==> src/rtl/nco_pkg.sv <==
// Shared NCO definitions: default frequency width and the hop sequencer state type.
package nco_pkg;

    localparam int unsigned NCO_FREQ_W = 16;

    typedef enum logic [1:0] {
        ST_IDLE,
        ST_LOAD,
        ST_SETTLE,
        ST_RUN
    } hop_state_t;

endpackage

==> src/rtl/nco_hop_table.sv <==
// Hop table register file: DEPTH x (freq, dwell), one gated synchronous write
// port, one combinational read port, cleared by synchronous reset.
module nco_hop_table #(
    parameter int unsigned DEPTH   = 8,
    parameter int unsigned FREQ_W  = 16,
    parameter int unsigned DWELL_W = 16,
    localparam int unsigned AW     = $clog2(DEPTH)
) (
    input  logic               clk,
    input  logic               reset,
    input  logic               busy,
    input  logic               we,
    input  logic [AW-1:0]      waddr,
    input  logic [FREQ_W-1:0]  wfreq,
    input  logic [DWELL_W-1:0] wdwell,
    input  logic [AW-1:0]      rd_idx,
    output logic [FREQ_W-1:0]  rd_freq,
    output logic [DWELL_W-1:0] rd_dwell
);

    logic [FREQ_W-1:0]  freq_mem  [DEPTH];
    logic [DWELL_W-1:0] dwell_mem [DEPTH];

    always_ff @(posedge clk) begin
        if (reset) begin
            for (int unsigned i = 0; i < DEPTH; i++) begin
                freq_mem[i]  <= '0;
                dwell_mem[i] <= '0;
            end
        end else if (we && !busy) begin
            freq_mem[waddr]  <= wfreq;
            dwell_mem[waddr] <= wdwell;
        end
    end

    assign rd_freq  = freq_mem[rd_idx];
    assign rd_dwell = dwell_mem[rd_idx];

endmodule

==> src/rtl/nco_hop_sequencer.sv <==
// Frequency-hopping scheduler driving the NCO load/enable/reset controls.
// Define NCO_HOP_LOOP_EN to wrap from the last entry back to entry 0 forever.
module nco_hop_sequencer
    import nco_pkg::*;
#(
    parameter int unsigned DEPTH         = 8,
    parameter int unsigned FREQ_W        = NCO_FREQ_W,
    parameter int unsigned DWELL_W       = 16,
    parameter int unsigned SETTLE_CYCLES = 2,
    localparam int unsigned AW           = $clog2(DEPTH)
) (
    input  logic               clk,
    input  logic               reset,
    input  logic               cfg_we,
    input  logic [AW-1:0]      cfg_addr,
    input  logic [FREQ_W-1:0]  cfg_freq,
    input  logic [DWELL_W-1:0] cfg_dwell,
    input  logic [AW:0]        num_entries,
    input  logic               start,
    input  logic               stop,
    output logic               busy,
    output logic               done,
    output logic [AW-1:0]      cur_idx,
    output logic               hop_strobe,
    output logic               nco_ld_freq,
    output logic [FREQ_W-1:0]  nco_freq,
    output logic               nco_out_en,
    output logic               nco_resetn
);

    localparam int unsigned SW    = $clog2(SETTLE_CYCLES) + 1;
    localparam logic [AW:0] MAX_N = (AW+1)'(DEPTH);

    hop_state_t         state, state_nxt;
    logic [AW-1:0]      idx_nxt;
    logic [AW:0]        num_lat, num_nxt;
    logic [SW-1:0]      settle_cnt, settle_nxt;
    logic [DWELL_W-1:0] dwell_cnt, dwell_nxt;
    logic               done_nxt;
    logic               last_entry;
    logic               wr_bypass;
    logic [FREQ_W-1:0]  tbl_freq, ld_freq_val;
    logic [DWELL_W-1:0] tbl_dwell, ld_dwell_val;

    nco_hop_table #(
        .DEPTH   (DEPTH),
        .FREQ_W  (FREQ_W),
        .DWELL_W (DWELL_W)
    ) u_table (
        .clk      (clk),
        .reset    (reset),
        .busy     (busy),
        .we       (cfg_we),
        .waddr    (cfg_addr),
        .wfreq    (cfg_freq),
        .wdwell   (cfg_dwell),
        .rd_idx   (idx_nxt),
        .rd_freq  (tbl_freq),
        .rd_dwell (tbl_dwell)
    );

    // The entry is captured on the edge that enters LOAD, so a write landing on
    // that same edge must be forwarded past the table.
    assign wr_bypass    = cfg_we && !busy && (cfg_addr == idx_nxt);
    assign ld_freq_val  = wr_bypass ? cfg_freq  : tbl_freq;
    assign ld_dwell_val = wr_bypass ? cfg_dwell : tbl_dwell;
    assign last_entry   = ({1'b0, cur_idx} + 1'b1) >= num_lat;

    always_comb begin
        state_nxt  = state;
        idx_nxt    = cur_idx;
        num_nxt    = num_lat;
        settle_nxt = settle_cnt;
        dwell_nxt  = dwell_cnt;
        done_nxt   = 1'b0;
        case (state)
            ST_IDLE: begin
                if (start && !stop && (num_entries != '0) && (num_entries <= MAX_N)) begin
                    state_nxt = ST_LOAD;
                    idx_nxt   = '0;
                    num_nxt   = num_entries;
                end
            end
            ST_LOAD: begin
                state_nxt  = ST_SETTLE;
                settle_nxt = SW'(SETTLE_CYCLES - 1);
            end
            ST_SETTLE: begin
                if (settle_cnt == '0) state_nxt = ST_RUN;
                else                  settle_nxt = settle_cnt - 1'b1;
            end
            ST_RUN: begin
                if (dwell_cnt <= DWELL_W'(1)) begin
                    if (!last_entry) begin
                        idx_nxt   = cur_idx + 1'b1;
                        state_nxt = ST_LOAD;
                    end else begin
`ifdef NCO_HOP_LOOP_EN
                        idx_nxt   = '0;
                        state_nxt = ST_LOAD;
`else
                        state_nxt = ST_IDLE;
                        done_nxt  = 1'b1;
`endif
                    end
                end else begin
                    dwell_nxt = dwell_cnt - 1'b1;
                end
            end
            default: state_nxt = ST_IDLE;
        endcase
        if (stop && (state != ST_IDLE)) begin
            state_nxt = ST_IDLE;
            done_nxt  = 1'b0;
        end
    end

    always_ff @(posedge clk) begin
        if (reset) begin
            state       <= ST_IDLE;
            cur_idx     <= '0;
            num_lat     <= '0;
            settle_cnt  <= '0;
            dwell_cnt   <= '0;
            busy        <= 1'b0;
            done        <= 1'b0;
            hop_strobe  <= 1'b0;
            nco_ld_freq <= 1'b0;
            nco_out_en  <= 1'b0;
            nco_resetn  <= 1'b0;
            nco_freq    <= '0;
        end else begin
            state       <= state_nxt;
            cur_idx     <= idx_nxt;
            num_lat     <= num_nxt;
            settle_cnt  <= settle_nxt;
            busy        <= (state_nxt != ST_IDLE);
            done        <= done_nxt;
            hop_strobe  <= (state_nxt == ST_LOAD);
            nco_ld_freq <= (state_nxt == ST_LOAD);
            nco_out_en  <= (state_nxt == ST_RUN);
            nco_resetn  <= (state_nxt != ST_LOAD);
            if (state_nxt == ST_LOAD) begin
                nco_freq  <= ld_freq_val;
                dwell_cnt <= (ld_dwell_val == '0) ? DWELL_W'(1) : ld_dwell_val;
            end else begin
                dwell_cnt <= dwell_nxt;
            end
        end
    end

endmodule
==> config.mk <==
export PLATFORM = sky130hd
export DESIGN_NAME = nco_hop_sequencer
export DESIGN_NICKNAME = d
export VERILOG_FILES = /design/src/rtl/nco_pkg.sv /design/src/rtl/nco_hop_table.sv /design/src/rtl/nco_hop_sequencer.sv
export SDC_FILE = /design/constraint.sdc
export NUM_CORES = 1
export LEC_CHECK = 0
export ABC_AREA = 1
export BUFFER_PORTS_ARGS = -buffer_cell sky130_fd_sc_hd__clkbuf_2
export CORE_ASPECT_RATIO = 0.75
export CORE_UTILIZATION = 45
export DETAILED_ROUTE_END_ITERATION = 8
export PLACE_DENSITY_LB_ADDON = 0.1
export SYNTH_ARGS = -nofsm -noshare
export SYNTH_HDL_FRONTEND = slang
export SYNTH_HIERARCHICAL = 1
export SYNTH_SLANG_ARGS = --single-unit
==> constraint.sdc <==
create_clock -name clk -period 3.89 [get_ports clk]
set_input_delay 0.5835 -clock clk [delete_from_list [all_inputs] [get_ports clk]]
set_output_delay 0.5835 -clock clk [all_outputs]
set_load 0.05 [all_outputs]
# After elaboration in Yosys (flattened, before gate mapping)
# Memory sizes are Yosys's and may differ from the RTL's. A register that Yosys moved wholly into a read port is not among the register bits.
# Cells that the tools add are included.
totals:
  regBits: 32
  ram_bits: 256
  in_bits: 44
  elab_cells: 81
  n_memories: 2
classes:
  addsub: 4
  n_lt_le_gt_ge: 3
  n_eq_ne: 9
  n_mux: 29
  bitwise_logic: 2
  n_reduce_logical: 22
mem_list:
  columns: ["name", "depth", "word_bits", "rd", "rd_clocked_by_memory_dff", "write_ports", "line", "source"]
  rows:
  - ["u_table.dwell_mem", 8, 16, 1, 0, 8, "nco_hop_table.sv:22", "logic [DWELL_W-1:0] dwell_mem [DEPTH];"]
  - ["u_table.freq_mem", 8, 16, 1, 1, 8, "nco_hop_table.sv:21", "logic [FREQ_W-1:0] freq_mem [DEPTH];"]
op_table:
  columns: ["op", "n"]
  rows:
  - ["$mux 16", 7]
  - ["$reduce_or 16->1", 2]
  - ["$le 16x1->1 const B", 1]
  - ["$logic_not 16->1", 1]
  - ["$sub 16x1->16 const B", 1]
  - ["$mux 3", 5]
  - ["$mux 2", 5]
  - ["$mux 1", 9]
  - ["$pmux 2 s4", 1]
  - ["$reduce_bool 2->1", 4]
  - ["$eq 2x2->1 const B", 3]
  - ["$logic_and 1x1->1", 6]
  - ["$pmux 3 s2", 1]
  - ["$reduce_and 2->1", 3]
  - ["$add 3x1->4 const B", 1]
  - ["$eq 2x1->1 const B", 2]
  - ["$ge 4x4->1", 1]
  - ["$le 4x4->1 const B", 1]
  - ["$logic_not 2->1", 2]
  - ["$ne 2x1->1 const B", 2]
  - ["$pmux 2 s2", 1]
  - ["$reduce_bool 4->1", 1]
  - ["$reduce_or 4->1", 1]
  - ["$add 3x1->3 const B", 1]
  - ["5 further kinds", 7]

# Longest topological paths before layout
# Gate-level depths: netlist of run 1.
depth:
  depth_word: 12
  depth_mapped: 31
  depth_no_buf: 29

# Cells and area by module
# The synthesis of run 1 kept the hierarchy.
by_module_without_submodules:
  columns: ["mod", "n_inst", "cells_each", "area_per_inst_um2"]
  rows:
  - ["nco_hop_table", 1, 1447, 12540.8]
  - ["nco_hop_sequencer", 1, 467, 3128.0]

# Worst setup path after synthesis of run 1
# OpenSTA, ideal clock, no wires.
synth_timing:
  path_kind: "register to register"
  startpoint: "register cur_idx[0]"
  endpoint: "register dwell_cnt[0]"
  setup_time_ns: 0.067
  arrival_ns: 3.345
  required_ns: 3.823
  path_slack_ns: 0.478
  path_stages_with_launch: 32
  n_path_buf: 2
  period_less_slack_ns: 3.412
  path_cell_list: "dfxtp_1 -> ha_1 -> xnor2_1 -> inv_1 -> ha_1 -> nand2_1 -> inv_1 -> nand2_1 -> nand2_1 -> nor2_2 -> nand3_1 -> nand2_1 -> nand2_1 -> nand2_1 -> inv_1 -> inv_1 -> buf_2 -> buf_2 -> nand2_1 -> nand3_1 -> nand2_1 -> nand2_1 -> nand2_1 -> nand2_2 -> nand2_1 -> nor2_1 -> nand2_1 -> nor2_1 -> nand2_1 -> nand2_1 -> nand2_1 -> a21oi_2"
synth_via:
  word_cells_on_any_way: 22
  cone_classes: "2 x add/sub; 1 x order compare; 3 x eq/ne; 11 x mux; 4 x reduce/logical; 1 x memory"
synth_lines:
  columns: ["element", "line", "source"]
  rows:
  - ["start, declared", "nco_hop_sequencer.sv:23", "output logic [AW-1:0] cur_idx,"]
  - ["start signal, assigned", "nco_hop_sequencer.sv:134", "cur_idx <= idx_nxt;"]
  - ["$add 3x1->4", "nco_hop_sequencer.sv:67", "assign last_entry = ({1'b0, cur_idx} + 1'b1) >= num_lat;"]
  - ["$ge 4x4->1", "nco_hop_sequencer.sv:67", null]
  - ["$mux 3", "nco_hop_sequencer.sv:94", "if (!last_entry) begin"]
  - ["$mux 3", "nco_hop_sequencer.sv:93", "if (dwell_cnt <= DWELL_W'(1)) begin"]
  - ["$pmux 3 s2 (*)", "nco_hop_sequencer.sv:76", "case (state)"]
  - ["net idx_nxt[0]", "nco_hop_sequencer.sv:35", "logic [AW-1:0] idx_nxt;"]
  - ["$mem_v2 8x16 (*)", null, null]
  - ["net tbl_dwell[1]", "nco_hop_sequencer.sv:43", "logic [DWELL_W-1:0] tbl_dwell, ld_dwell_val;"]
  - ["$mux 16 (*)", "nco_hop_sequencer.sv:66", "assign ld_dwell_val = wr_bypass ? cfg_dwell : tbl_dwell;"]
  - ["$logic_not 16->1 (*)", "nco_hop_sequencer.sv:145", "dwell_cnt <= (ld_dwell_val == '0) ? DWELL_W'(1) : ld_dwell_val;"]
  - ["$mux 16 (*)", "nco_hop_sequencer.sv:145", null]
  - ["$mux 16 (*)", "nco_hop_sequencer.sv:143", "if (state_nxt == ST_LOAD) begin"]
  - ["end signal, assigned", "nco_hop_sequencer.sv:145", null]
  - ["end signal, assigned", "nco_hop_sequencer.sv:147", "dwell_cnt <= dwell_nxt;"]
  - ["end, declared", "nco_hop_sequencer.sv:38", "logic [DWELL_W-1:0] dwell_cnt, dwell_nxt;"]
# The timed path passes the listed nets; every way through them passes the cells marked *.
# A chain may end at the register's enable or synchronous reset.

# Final worst setup path of run 1
layout_timing:
  startpoint: "register cur_idx[1]"
  endpoint: "register dwell_cnt[0]"
layout_via:
  elab_chain_cells: 11
  word_cells_on_any_way: 22
  cone_classes: "2 x add/sub; 1 x order compare; 3 x eq/ne; 11 x mux; 4 x reduce/logical; 1 x memory"
layout_lines:
  columns: ["element", "line"]
  rows:
  - ["$add 3x1->4", "nco_hop_sequencer.sv:67"]
  - ["$ge 4x4->1", "nco_hop_sequencer.sv:67"]
  - ["$mux 3", "nco_hop_sequencer.sv:94"]
  - ["$mux 3", "nco_hop_sequencer.sv:93"]
  - ["$pmux 3 s2 (*)", "nco_hop_sequencer.sv:76"]
  - ["net idx_nxt[1]", "nco_hop_sequencer.sv:35"]
  - ["parallel branches: the longest is 2 deep, another holds $mem_v2 8x16", null]
  - ["$mux 16 (*)", "nco_hop_sequencer.sv:66"]
  - ["$logic_not 16->1", "nco_hop_sequencer.sv:145"]
  - ["$mux 16 (*)", "nco_hop_sequencer.sv:145"]
  - ["$mux 16 (*)", "nco_hop_sequencer.sv:143"]
# Mark *: on every way through the listed nets, which the timed path passes.

==> results of run 1 <==
-- power by group through the flow --
stage	Clock, uW	Sequential (uW)	Combinational [uW]
6_report	3100	3930	1870
5_1_grt	3280	3950	2060
4_1_cts	3160	3930	1860
3_5_place_dp	0	3990	1850
3_3_place_gp	0	3990	1840
2_1_floorplan	0	4210	1120
-- cells in the final DEF, fill, tap and decap left out, types with 2 or more instances in the layout --
| cell | netlist | final |
|---|---|---|
| sky130_fd_sc_hd__buf_4 | 4 | 32 |
| sky130_fd_sc_hd__nor2_1 | 315 | 315 |
| sky130_fd_sc_hd__clkbuf_1 | 11 | 12 |
| sky130_fd_sc_hd__o21ai_0 | 26 | 26 |
| sky130_fd_sc_hd__o41ai_1 | 16 | 16 |
| sky130_fd_sc_hd__clkbuf_2 | 1 | 68 |
| sky130_fd_sc_hd__clkinv_2 | 0 | 2 |
| sky130_fd_sc_hd__buf_12 | 0 | 10 |
| sky130_fd_sc_hd__nor2_8 | 3 | 3 |
| sky130_fd_sc_hd__nand2_4 | 5 | 5 |
| sky130_fd_sc_hd__a31oi_1 | 10 | 10 |
| sky130_fd_sc_hd__clkbuf_16 | 0 | 35 |
| sky130_fd_sc_hd__nand2_2 | 11 | 19 |
| sky130_fd_sc_hd__nand3_1 | 155 | 155 |
| sky130_fd_sc_hd__nand2_1 | 540 | 532 |
| sky130_fd_sc_hd__nor2_4 | 7 | 8 |
| sky130_fd_sc_hd__clkbuf_8 | 0 | 2 |
| sky130_fd_sc_hd__dfxtp_1 | 48 | 48 |
| sky130_fd_sc_hd__clkinv_1 | 1 | 5 |
| sky130_fd_sc_hd__inv_2 | 17 | 17 |
| sky130_fd_sc_hd__a221oi_1 | 6 | 6 |
| sky130_fd_sc_hd__bufinv_16 | 0 | 2 |
| sky130_fd_sc_hd__ha_1 | 12 | 12 |
| sky130_fd_sc_hd__nor2_2 | 3 | 2 |
| sky130_fd_sc_hd__xor2_1 | 3 | 3 |
| sky130_fd_sc_hd__nor4_1 | 2 | 2 |
| sky130_fd_sc_hd__nor3_1 | 3 | 3 |
| sky130_fd_sc_hd__a21oi_1 | 31 | 31 |
| sky130_fd_sc_hd__nand3_2 | 3 | 3 |
| sky130_fd_sc_hd__o21ai_1 | 4 | 4 |
| sky130_fd_sc_hd__inv_1 | 338 | 336 |
| sky130_fd_sc_hd__edfxtp_1 | 256 | 256 |
-- worst max-delay path, stage by stage, from the launching register on --
cell and delay [ps]:
sky130_fd_sc_hd__dfxtp_1 330, sky130_fd_sc_hd__ha_1 190, sky130_fd_sc_hd__xnor2_1 210, sky130_fd_sc_hd__inv_1 80
sky130_fd_sc_hd__ha_1 270, sky130_fd_sc_hd__nand2_1 80, sky130_fd_sc_hd__inv_1 40, sky130_fd_sc_hd__nand2_1 60
sky130_fd_sc_hd__nand2_1 80, sky130_fd_sc_hd__nor2_4 150, sky130_fd_sc_hd__buf_4 140, sky130_fd_sc_hd__nand3_2 60
sky130_fd_sc_hd__nand3_2 120, sky130_fd_sc_hd__nand2_2 100, sky130_fd_sc_hd__nand2_1 70, sky130_fd_sc_hd__nand2_1 80
sky130_fd_sc_hd__nor2_4 140, sky130_fd_sc_hd__nand2_4 320, sky130_fd_sc_hd__nand2_1 160, sky130_fd_sc_hd__nand2_1 130
sky130_fd_sc_hd__nor2_1 110, sky130_fd_sc_hd__nand2_1 60, sky130_fd_sc_hd__nor2_1 150, sky130_fd_sc_hd__nand2_1 70
sky130_fd_sc_hd__nand2_1 60, sky130_fd_sc_hd__nand2_1 60, sky130_fd_sc_hd__a21oi_2 100
-- cells by family (layout without fill, tap and decap cells) --
logic type | after synthesis | in the layout | synth area share, %
flops | 304 | 304 | 55.2
simple gates | 1050 | 1050 | 27.8
buf+inv | 446 | 524 | 11.9
compound gates | 98 | 98 | 3.92
other cells | 0 | 1 | 0
xor+xnor | 4 | 4 | 0.224
fa+ha+maj | 12 | 12 | 0.958
-- per-stage QoR --
step	setup WS [ps]	power [uW]	util, %	cells
finish	386	8900	51.8	2443
global route	8.23	9290	51.8	2443
CTS	252	8950	51.7	2439
detailed placement	301	5840	48.7	2381
global placement	403	5820	48.7	2381
floorplan	478	5330	-	1914
-- area by class of cell --
| cell class | count | area [um^2] |
|---|---|---|
| fill | 3318 | 16300 |
| clock buffer | 49 | 948 |
| tap | 450 | 563 |
| sequential | 304 | 8650 |
| clock inverter | 9 | 93.8 |
| antenna | 1 | 2.50 |
| multi-input combinational | 1164 | 5180 |
| timing repair buffer | 110 | 781 |
| inverter | 356 | 1350 |
-- sequential cells by signal (all words and copies together) (netlist names), 2 cells and up --
register	cells
u_table/dwell_mem	128
u_table/freq_mem	128
dwell_cnt	16
nco_freq	16
num_lat	4
cur_idx	3
settle_cnt	2
state	2
-- cells in the mapped netlist --
cell type                  number  area, um^2
sky130_fd_sc_hd__a21oi_2        1        8.76
sky130_fd_sc_hd__inv_2         17        63.8
sky130_fd_sc_hd__o22ai_1        1        6.26
sky130_fd_sc_hd__o41ai_1       16         140
sky130_fd_sc_hd__o221ai_2       1        15.0
sky130_fd_sc_hd__nor3_1         3        15.0
sky130_fd_sc_hd__a21oi_4        1        16.3
sky130_fd_sc_hd__xor2_1         3        26.3
sky130_fd_sc_hd__a31oi_1       10        62.6
sky130_fd_sc_hd__buf_6         14         158
sky130_fd_sc_hd__inv_1        338        1270
sky130_fd_sc_hd__a221oi_1       6        52.6
sky130_fd_sc_hd__buf_2         54         270
sky130_fd_sc_hd__xnor2_1        1        8.76
sky130_fd_sc_hd__clkbuf_1      11        41.3
sky130_fd_sc_hd__nor2_8         3        60.1
sky130_fd_sc_hd__nand2_4        5        56.3
sky130_fd_sc_hd__nor2_4         7        78.8
sky130_fd_sc_hd__nand3_1      155         776
sky130_fd_sc_hd__nand3_2        3        30.0
sky130_fd_sc_hd__nor4_1         2        12.5
sky130_fd_sc_hd__dfxtp_1       48         961
sky130_fd_sc_hd__a21oi_1       31         155
sky130_fd_sc_hd__clkbuf_2       1        5.00
sky130_fd_sc_hd__nand2_2       11        68.8
sky130_fd_sc_hd__and2_1         1        6.26
sky130_fd_sc_hd__buf_1          6        22.5
sky130_fd_sc_hd__clkinv_1       1        3.75
sky130_fd_sc_hd__buf_4          4        30.0
sky130_fd_sc_hd__nand2_1      540        2030
sky130_fd_sc_hd__nand4_1        1        6.26
sky130_fd_sc_hd__o21ai_1        4        20.0
sky130_fd_sc_hd__a21boi_0       1        7.51
sky130_fd_sc_hd__nor2_1       315        1180
sky130_fd_sc_hd__nor2_2         3        18.8
sky130_fd_sc_hd__nand3b_4       1        20.0
sky130_fd_sc_hd__ha_1          12         150
sky130_fd_sc_hd__edfxtp_1     256        7690
sky130_fd_sc_hd__o21ai_0       26         130
-- worst max-delay path by stage --
stage / endpoint / startpoint / depth (start not counted)
finish: dwell_cnt[0] / cur_idx[1] / 26
global placement: dwell_cnt[0] / cur_idx[1] / 30
floorplan: dwell_cnt[0] / cur_idx[0] / 31
CTS: dwell_cnt[0] / cur_idx[1] / 30
detailed placement: dwell_cnt[0] / cur_idx[1] / 30
global route: dwell_cnt[0] / cur_idx[1] / 30
-- layer usage --
layer | vias up | GRT usage (%) | routed length, um | part of all wire, %
li1 | 6057 | - | - | -
met1 | 5835 | 36.6 | 20700 | 47
met2 | 363 | 39.0 | 19300 | 44
met3 | 65 | 3.61 | 2840 | 6.5
met4 | 0 | 7.36 | 935 | 2.1
met5 | - | 0 | 0 | 0
-- timing repair --
| action | 4_1_cts | 5_1_grt |
|---|---|---|
| gates resized for setup | 0 | 3 |
| setup endpoints to repair | 0 | 1 |
| setup buffers | 0 | 3 |
==> flow_metrics.py, run 1 <==
metrics = {
    "sta": {
        "setup_tns_after_final_layout_ps": 0,
        "final.hold.worst_slack_ps": 319,
        "finalCritPeriodShare_pct": 90.1,
        "achievable_frequency_mhz": 285,
        "max-slew-margin-rel_pct": 22.9,
        "max_transition_viols_final": 0,
        "transition_time_at_the_pin_with_the_least_slew_margin_ps": 1160,
        "report.final.hold_viol_count": 0,
        "fin_crit_ps": 3500,
        "setup_viol": 0,
        "final_setup_skew_ps": 16.9,
        "grt_setup_unrepaired": "no",
    },
    "power_and_ir_drop": {
        "power.density_mw_per_mm2": 507,
        "irDropWorstVdd_mv": 0.260,
        "switching_power_uw": 2800,
        "sequentialPowerShare_pct": 44.1,
        "cell_int_power_uw": 6110,
        "clock_power_share_pct": 34.9,
        "power.combinational.fraction_pct": 21.0,
        "static_leakage_uw": 0.00841,
        "p_sw_share_pct": 31.4,
    },
    "cts": {
        "tritoncts_num_sinks": 304,
        "cts_max_path_buffers": 3,
        "num_cts_buffers": 34,
        "tritoncts_clock_tree": "done",
        "cts.reportedPaths.clkPinSlew_ps": 70,
        "clkLatencyLatePin_ps": 530,
        "cts.hold.buffers_added": 0,
        "cts-htree-levels": 2,
        "ctsRootBufferMaster": "sky130_fd_sc_hd__clkbuf_16",
    },
    "route": {
        "detail_route_antenna_nets": 0,
        "wire_length_reported_by_the_detailed_router_um": 43800,
        "route.detailed.wl_per_inst_um": 17.9,
        "first_pass_iters": 5,
        "detailroute.via_count": 12320,
        "post-route-drc-count": 0,
        "drt_first_iter_violations": 1049,
        "detail_route.vias_per_cell": 5.04,
    },
    "floorplan": {
        "dieHeight_um": 164,
        "die_x_um": 217,
        "die_area_mm2": 0.0356,
        "num_rows": 58,
        "coreArea_mm2": 0.0339,
        "design.portCount": 69,
        "initial_utilization_pct": 46.2,
    },
    "setup_path": {
        "worstPathRequired_ps": 4340,
        "startpoint_type": "flip-flop",
        "r2r_worst_path_depth": 26,
        "rr_endpoint": "dwell_cnt[0]",
        "reg2reg_slack_ps": 390,
        "critical_path_capture_point_type": "flip-flop",
        "worstPathArrival_ps": 3960,
        "worstSetupPathType": "flip-flop to flip-flop",
        "regToRegStartpoint": "cur_idx[1]",
        "top_fanout_value_on_the_critical_path": 32,
    },
    "synth": {
        "synth-warning-count": 6,
        "ys_types": 39,
        "syn-cell-area_mm2": 0.0157,
        "syn-mean-instance-area_um2": 8.19,
        "synth-seq-area-share_pct": 55.2,
        "postSynthNetCount": 1970,
        "synth_cells": 1914,
        "ys_ff_latch": 304,
    },
    "placed_design": {
        "io_buffer_count": 68,
        "place.gp.congestion": 0.841,
        "dpl_cell_area_mm2": 0.0165,
        "dp_hpwl_um": 25400,
    },
    "hold_path": {
        "hold_path_startpoint": "num_entries[2]",
        "holdPathEnd": "num_lat[2]",
        "hold_path_class": "primary input to flip-flop",
        "min_path_cells": 3,
    },
    "final_layout": {
        "layout.nets": 2026,
        "final_design_area_no_fill_mm2": 0.0176,
        "syn2layout_area_growth_pct": 12.1,
        "drive_above_1_share_pct": 10.8,
    },
    "global_routing": {
        "grt_max_degree": 65,
        "wire_length_of_the_first_global_routing_pass_um": 67800,
        "track_usage_pct": 25.2,
        "globalRoute.totalOverflow": 0,
        "initial_antenna_violation_count": 1,
        "grt_pass1_vias": 11810,
    },
    "job": {
        "drv_cap": 0,
    },
    "status": {
        "outcome": "finished clean",
    },
}
Note: power is estimated with default switching activity, not from simulation.
==> inputs of run 2 (changes only) <==
==> constraint.sdc (replaced) <==
create_clock -name clk -period 3.89 [get_ports clk]
set_input_delay 0.1945 -clock clk [delete_from_list [all_inputs] [get_ports clk]]
set_output_delay 0.1945 -clock clk [all_outputs]
set_load 0.05 [all_outputs]
==> run 2 against run 1 <==
- maximum frequency down 2.3%
- via count up 0.89%
- sequential share of layout area down 0.50 points
- highest routed layer unchanged
- worst hold slack worse by 300 ps
- largest cell class unchanged
- design area up 1.0%
- non-clock buffer count up 13
- combinational power about the same
- die area unchanged
==> flow_metrics.py, run 2 (synthesized netlist as in run 1, its figures left out) <==
metrics = {
    "setup_path": {
        "top_fanout_value_on_the_critical_path": 20,
        "critPathMaxStageDelay_ps": 330,
        "critical-path-slowest-cell": "sky130_fd_sc_hd__dfxtp_1",
        "worstSetupPathType": "flip-flop to flip-flop",
        "critical_path_capture_point_type": "flip-flop",
        "worstPathArrival_ps": 4040,
        "startpoint_type": "flip-flop",
        "worstPathRequired_ps": 4350,
        "most_frequent_cp_cell": "sky130_fd_sc_hd__nand2_1",
    },
    "final_layout": {
        "drive_above_1_share_pct": 10.8,
        "layout.cells.most_common": "sky130_fd_sc_hd__nand2_1",
        "syn2layout_area_growth_pct": 13.3,
        "layout.nets": 2040,
        "antenna_cells_inserted": 0,
        "commonest_cells_after_routing_fill_and_taps_aside": "sky130_fd_sc_hd__nand2_1 (532), sky130_fd_sc_hd__inv_1 (336), sky130_fd_sc_hd__nor2_1 (314)",
        "multi_input_gate_area_in_the_final_layout_mm2": 0.00518,
        "seqCellArea_mm2": 0.00865,
        "final_design_area_no_fill_mm2": 0.0177,
        "layout.filler_cells": 3218,
        "top_regs": "u_table/dwell_mem (128), u_table/freq_mem (128)",
    },
    "sta": {
        "setup_viol": 0,
        "final_setup_skew_ps": 22.8,
        "max_transition_viols_final": 0,
        "report.final.hold_viol_count": 0,
        "max-slew-margin-rel_pct": 32.9,
        "finalCritPeriodShare_pct": 92.2,
        "transition_time_at_the_pin_with_the_least_slew_margin_ps": 1000,
        "worst_slack_ps": 304,
        "fin_crit_ps": 3590,
        "achievable_frequency_mhz": 279,
    },
    "cts": {
        "num_cts_buffers": 35,
        "tritoncts_clock_tree": "done",
        "cts.reportedPaths.clkPinSlew_ps": 60,
        "cts-htree-levels": 2,
        "cts_max_path_buffers": 3,
        "tritoncts_num_sinks": 304,
        "ctsRootBufferMaster": "sky130_fd_sc_hd__clkbuf_16",
        "clkLatencyLatePin_ps": 540,
    },
    "placed_design": {
        "dp_hpwl_um": 25300,
        "place.gp.congestion": 0.824,
        "io_buffer_count": 68,
        "place_worst_setup_slack_ps": 211,
        "dpl_cell_area_mm2": 0.0164,
    },
    "global_routing": {
        "globalRoute.totalOverflow": 0,
        "track_usage_pct": 25.7,
        "grt_pass1_vias": 11871,
        "initial_antenna_violation_count": 0,
        "wire_length_of_the_first_global_routing_pass_um": 69000,
        "grt_max_degree": 68,
    },
    "floorplan": {
        "die_area_mm2": 0.0356,
        "num_rows": 58,
        "coreArea_mm2": 0.0339,
        "initial_utilization_pct": 46.2,
        "design.portCount": 69,
        "die_x_um": 217,
        "dieHeight_um": 164,
    },
    "status": {
        "outcome": "finished clean",
    },
    "route": {
        "first_pass_iters": 5,
        "post-route-drc-count": 0,
        "drt_first_iter_violations": 1108,
        "wire_length_reported_by_the_detailed_router_um": 44600,
        "detail_route_antenna_nets": 0,
        "detail_route.vias_per_cell": 5.05,
        "detailroute.via_count": 12430,
        "route.detailed.wl_per_inst_um": 18.2,
    },
    "power_and_ir_drop": {
        "power.density_mw_per_mm2": 508,
        "irDropWorstVdd_mv": 0.267,
        "static_leakage_uw": 0.00849,
    },
    "job": {
        "drv_cap": 0,
    },
    "hold_path": {
        "hold_path_class": "primary input to flip-flop",
    },
}
## run 2: cell count changes in the layout (fill, tap and decap cells not counted), sizes merged
cell / previous run / this run
clkbuf: 117 / 119
buf: 42 / 36
bufinv: 2 / 1
diode: 1 / 0
dlygate4sd3: 0 / 18
clkinv: 7 / 11
## run 2: cell type report
type                    instances  share of cell area (%)
clock buffers                  50                    5.65
clock inverters                12                   0.522
inverters                     356                    7.57
multi-input cells            1164                    29.2
flip-flops and latches        304                    48.7
well taps                     450                    3.17
repair buffers                123                    5.13
## run 2: path summary, 6_finish.rpt
check                                    from  cells after the start  slack (ps)            end
worst max register to register     cur_idx[1]                     30         300   dwell_cnt[0]
worst max-delay path               cur_idx[1]                     30         300   dwell_cnt[0]
worst min register to register  settle_cnt[0]                      1         460  settle_cnt[0]
worst min-delay path              cfg_freq[3]                      3          10    nco_freq[3]
## run 2: per-layer routing
| metal | vias up | share of wire [%] | GRT usage, % |
|---|---|---|---|
| met5 | - | 0 | 0 |
| li1 | 6079 | - | - |
| met3 | 60 | 7.1 | 3.74 |
| met2 | 378 | 45 | 40.4 |
| met1 | 5913 | 46 | 36.8 |
| met4 | 0 | 1.7 | 6.88 |
## run 2: power by group
| part | switching [uW] | leakage, uW | internal (uW) |
|---|---|---|---|
| combinational | 1400 | 0.00491 | 491 |
| sequential | 123 | 0.00304 | 3800 |
| clock | 1340 | 0.000537 | 1860 |
| total | 2860 | 0.00849 | 6150 |
## run 2: repair_timing
item / in CTS / in global routing
resized for setup: 0 / 5
hold buffers: 18 / 0
hold endpoints to repair: 18 / 0
setup buffers: 0 / 2
endpoints found under the setup margin: 0 / 1
## run 2: stage by stage
step | hold WS (ps) | utilization, % | TNS (ps) | instances | total power, uW
after detailed placement | 442 | 48.4 | 0 | 2376 | 5850
final | 14.3 | 52.4 | 0 | 2459 | 9010
after CTS | 0.734 | 52.2 | 0 | 2456 | 9060
after global routing | 28.8 | 52.4 | -2.95 | 2459 | 9430
after global placement | 433 | 48.4 | 0 | 2376 | 5830
after floorplan | 282 | - | 0 | 1914 | 5330
## run 2: critical path, delay by kind of cell (launching register included)
family | cells | cell delay, ps
XOR/XNOR | 1 | 190
AND/OR/NAND/NOR | 21 | 1870
AO/OA/AOI/OAI | 1 | 110
buffers and inverters | 5 | 530
flip-flops | 1 | 330
adder cells (fa/ha/maj) | 2 | 470
==> inputs of run 3 (changes only) <==
- SETUP_SLACK_MARGIN: default -> 0.5
- clock period: 3.89 -> 4.08 ns (I/O delays scaled with it)
==> run 3 against run 2 <==
- combinational power is 4% lower
- cell count is 0.57% higher
- first-iteration DRC count is 12% higher
- highest routed layer unchanged
- global-route usage is 0.20 points higher
- maximum frequency is 3.6% higher
==> flow_metrics.py, run 3 (synthesized netlist as in run 1, its figures left out) <==
metrics = {
    "status": {
        "outcome": "finished clean",
    },
    "cts": {
        "tritoncts_clock_tree": "done",
        "tritoncts_num_sinks": 304,
        "num_cts_buffers": 35,
        "cts.reportedPaths.clkPinSlew_ps": 50,
        "cts-htree-levels": 2,
        "clkLatencyLatePin_ps": 520,
        "ctsRootBufferMaster": "sky130_fd_sc_hd__clkbuf_16",
        "cts_max_path_buffers": 3,
    },
    "setup_path": {
        "worst-path-buf-inv": 6,
        "critical_path_capture_point_type": "flip-flop",
        "worstSetupPathType": "flip-flop to flip-flop",
        "startpoint_type": "flip-flop",
        "worstPathArrival_ps": 3910,
        "r2r_worst_path_depth": 31,
        "worstPathRequired_ps": 4530,
        "most_frequent_cp_cell": "sky130_fd_sc_hd__nand2_1",
        "top_fanout_value_on_the_critical_path": 11,
        "regToRegStartpoint": "cur_idx[0]",
        "critical-path-slowest-cell": "sky130_fd_sc_hd__dfxtp_2",
        "critPathMaxStageDelay_ps": 340,
        "rr_endpoint": "dwell_cnt[0]",
        "reg2reg_slack_ps": 620,
        "path_delay_family": "simple AND/OR/NAND/NOR gates",
    },
    "final_layout": {
        "layout.cells.non_filler": 2473,
        "commonest_cells_after_routing_fill_and_taps_aside": "sky130_fd_sc_hd__nand2_1 (527), sky130_fd_sc_hd__inv_1 (335), sky130_fd_sc_hd__nor2_1 (314)",
        "antenna_cells_inserted": 0,
        "syn2layout_area_growth_pct": 15.0,
        "seqCellArea_mm2": 0.00865,
        "drive_above_1_share_pct": 12.2,
        "top_regs": "u_table/dwell_mem (128), u_table/freq_mem (128)",
        "layout.cells.most_common": "sky130_fd_sc_hd__nand2_1",
        "multi_input_gate_area_in_the_final_layout_mm2": 0.00522,
        "layout.nets": 2055,
        "layout.filler_cells": 3215,
    },
    "hold_path": {
        "holdPathEnd": "num_lat[1]",
        "min_path_cells": 3,
        "hold_path_startpoint": "num_entries[1]",
        "hold_path_class": "primary input to flip-flop",
    },
    "route": {
        "detail_route.vias_per_cell": 5.06,
        "route.detailed.wl_per_inst_um": 18.5,
        "detailroute.via_count": 12511,
        "first_pass_iters": 5,
        "wire_length_reported_by_the_detailed_router_um": 45700,
        "post-route-drc-count": 0,
        "drt_first_iter_violations": 1240,
        "detail_route_antenna_nets": 0,
    },
    "sta": {
        "final_setup_skew_ps": 18.1,
        "final.hold.worst_slack_ps": 18.1,
        "fin_crit_ps": 3460,
        "grt_setup_unrepaired": "yes",
        "setup_viol": 0,
        "report.final.hold_viol_count": 0,
        "max_transition_viols_final": 0,
        "transition_time_at_the_pin_with_the_least_slew_margin_ps": 890,
        "achievable_frequency_mhz": 289,
        "max-slew-margin-rel_pct": 40.5,
        "setup_tns_after_final_layout_ps": 0,
        "finalCritPeriodShare_pct": 84.8,
    },
    "global_routing": {
        "globalRoute.totalOverflow": 0,
        "initial_antenna_violation_count": 0,
        "grt_pass1_vias": 11632,
        "wire_length_of_the_first_global_routing_pass_um": 68700,
        "grt_max_degree": 65,
        "track_usage_pct": 25.9,
    },
    "floorplan": {
        "die_area_mm2": 0.0356,
        "num_rows": 58,
        "dieHeight_um": 164,
        "coreArea_mm2": 0.0339,
        "initial_utilization_pct": 46.2,
        "die_x_um": 217,
        "design.portCount": 69,
    },
    "power_and_ir_drop": {
        "irDropWorstVdd_mv": 0.237,
        "final_total_pwr_uw": 8640,
        "power.density_mw_per_mm2": 479,
        "static_leakage_uw": 0.00863,
    },
    "job": {
        "drv_cap": 0,
    },
    "placed_design": {
        "post-place-cells": 2383,
        "io_buffer_count": 68,
        "place.gp.congestion": 0.819,
        "dp_hpwl_um": 25800,
    },
}
==> run 3: changes by cell type in the layout (fill, tap and decap cells not counted), sizes merged <==
cell,before,now
buf,36,57
dlygate4sd3,18,10
inv,356,354
bufinv,1,2
clkbuf,119,120
clkinv,11,10
clkinvlp,0,1
nor2,328,329
==> run 3: worst max path at each step <==
| stage | start | to | depth (start not counted) |
|---|---|---|---|
| 6_report | cur_idx[0] | dwell_cnt[0] | 31 |
| 5_1_grt | cur_idx[0] | dwell_cnt[0] | 30 |
| 4_1_cts | cur_idx[0] | dwell_cnt[0] | 25 |
| 3_5_place_dp | cur_idx[0] | dwell_cnt[0] | 30 |
| 3_3_place_gp | cur_idx[0] | dwell_cnt[0] | 30 |
| 2_1_floorplan | cur_idx[0] | dwell_cnt[0] | 31 |
==> run 3: tightest hold or removal path: stages <==
cell                       delay (ps)
sky130_fd_sc_hd__clkbuf_2          90
sky130_fd_sc_hd__o21ai_0           80
sky130_fd_sc_hd__a21oi_1          120
==> run 3: area by class of cell <==
type / count / share of cell area [%]
Clock inverter: 11 / 0.576
Multi-Input combinational cell: 1165 / 29.0
Sequential cell: 304 / 48.0
Timing Repair Buffer: 137 / 6.13
Tap cell: 450 / 3.12
Inverter: 356 / 7.64
Clock buffer: 50 / 5.57
==> run 3: power breakdown <==
group	internal, uW	switching, uW
logic	476	1330
registers	3620	123
clock network	1840	1250
total	5940	2700
==> run 3: metal layers <==
layer | GRT usage [%] | up-vias | share of wire [%]
met2 | 40.8 | 443 | 45
met1 | 36.6 | 5882 | 46
met3 | 3.95 | 66 | 7.1
li1 | - | 6120 | -
met5 | 0 | - | 0
met4 | 7.97 | 0 | 2.2
==> run 3: repair_timing <==
| action | CTS | global route |
|---|---|---|
| pin swaps | 1 | 5 |
| setup buffers | 2 | 12 |
| endpoints found under the hold margin | 10 | 0 |
| hold buffers | 10 | 0 |
| gates cloned | 3 | 2 |
| setup endpoints to repair | 5 | 23 |
| resized for setup | 6 | 26 |
==> run 3: metrics by stage <==
step | utilization, % | setup WS [ps] | area, um^2
after floorplan | - | 668 | 15700
after global placement | 48.6 | 384 | 16500
after detailed placement | 48.6 | 345 | 16500
after CTS | 52.5 | 503 | 17800
after global routing | 53.2 | 424 | 18000
final | 53.2 | 618 | 18000
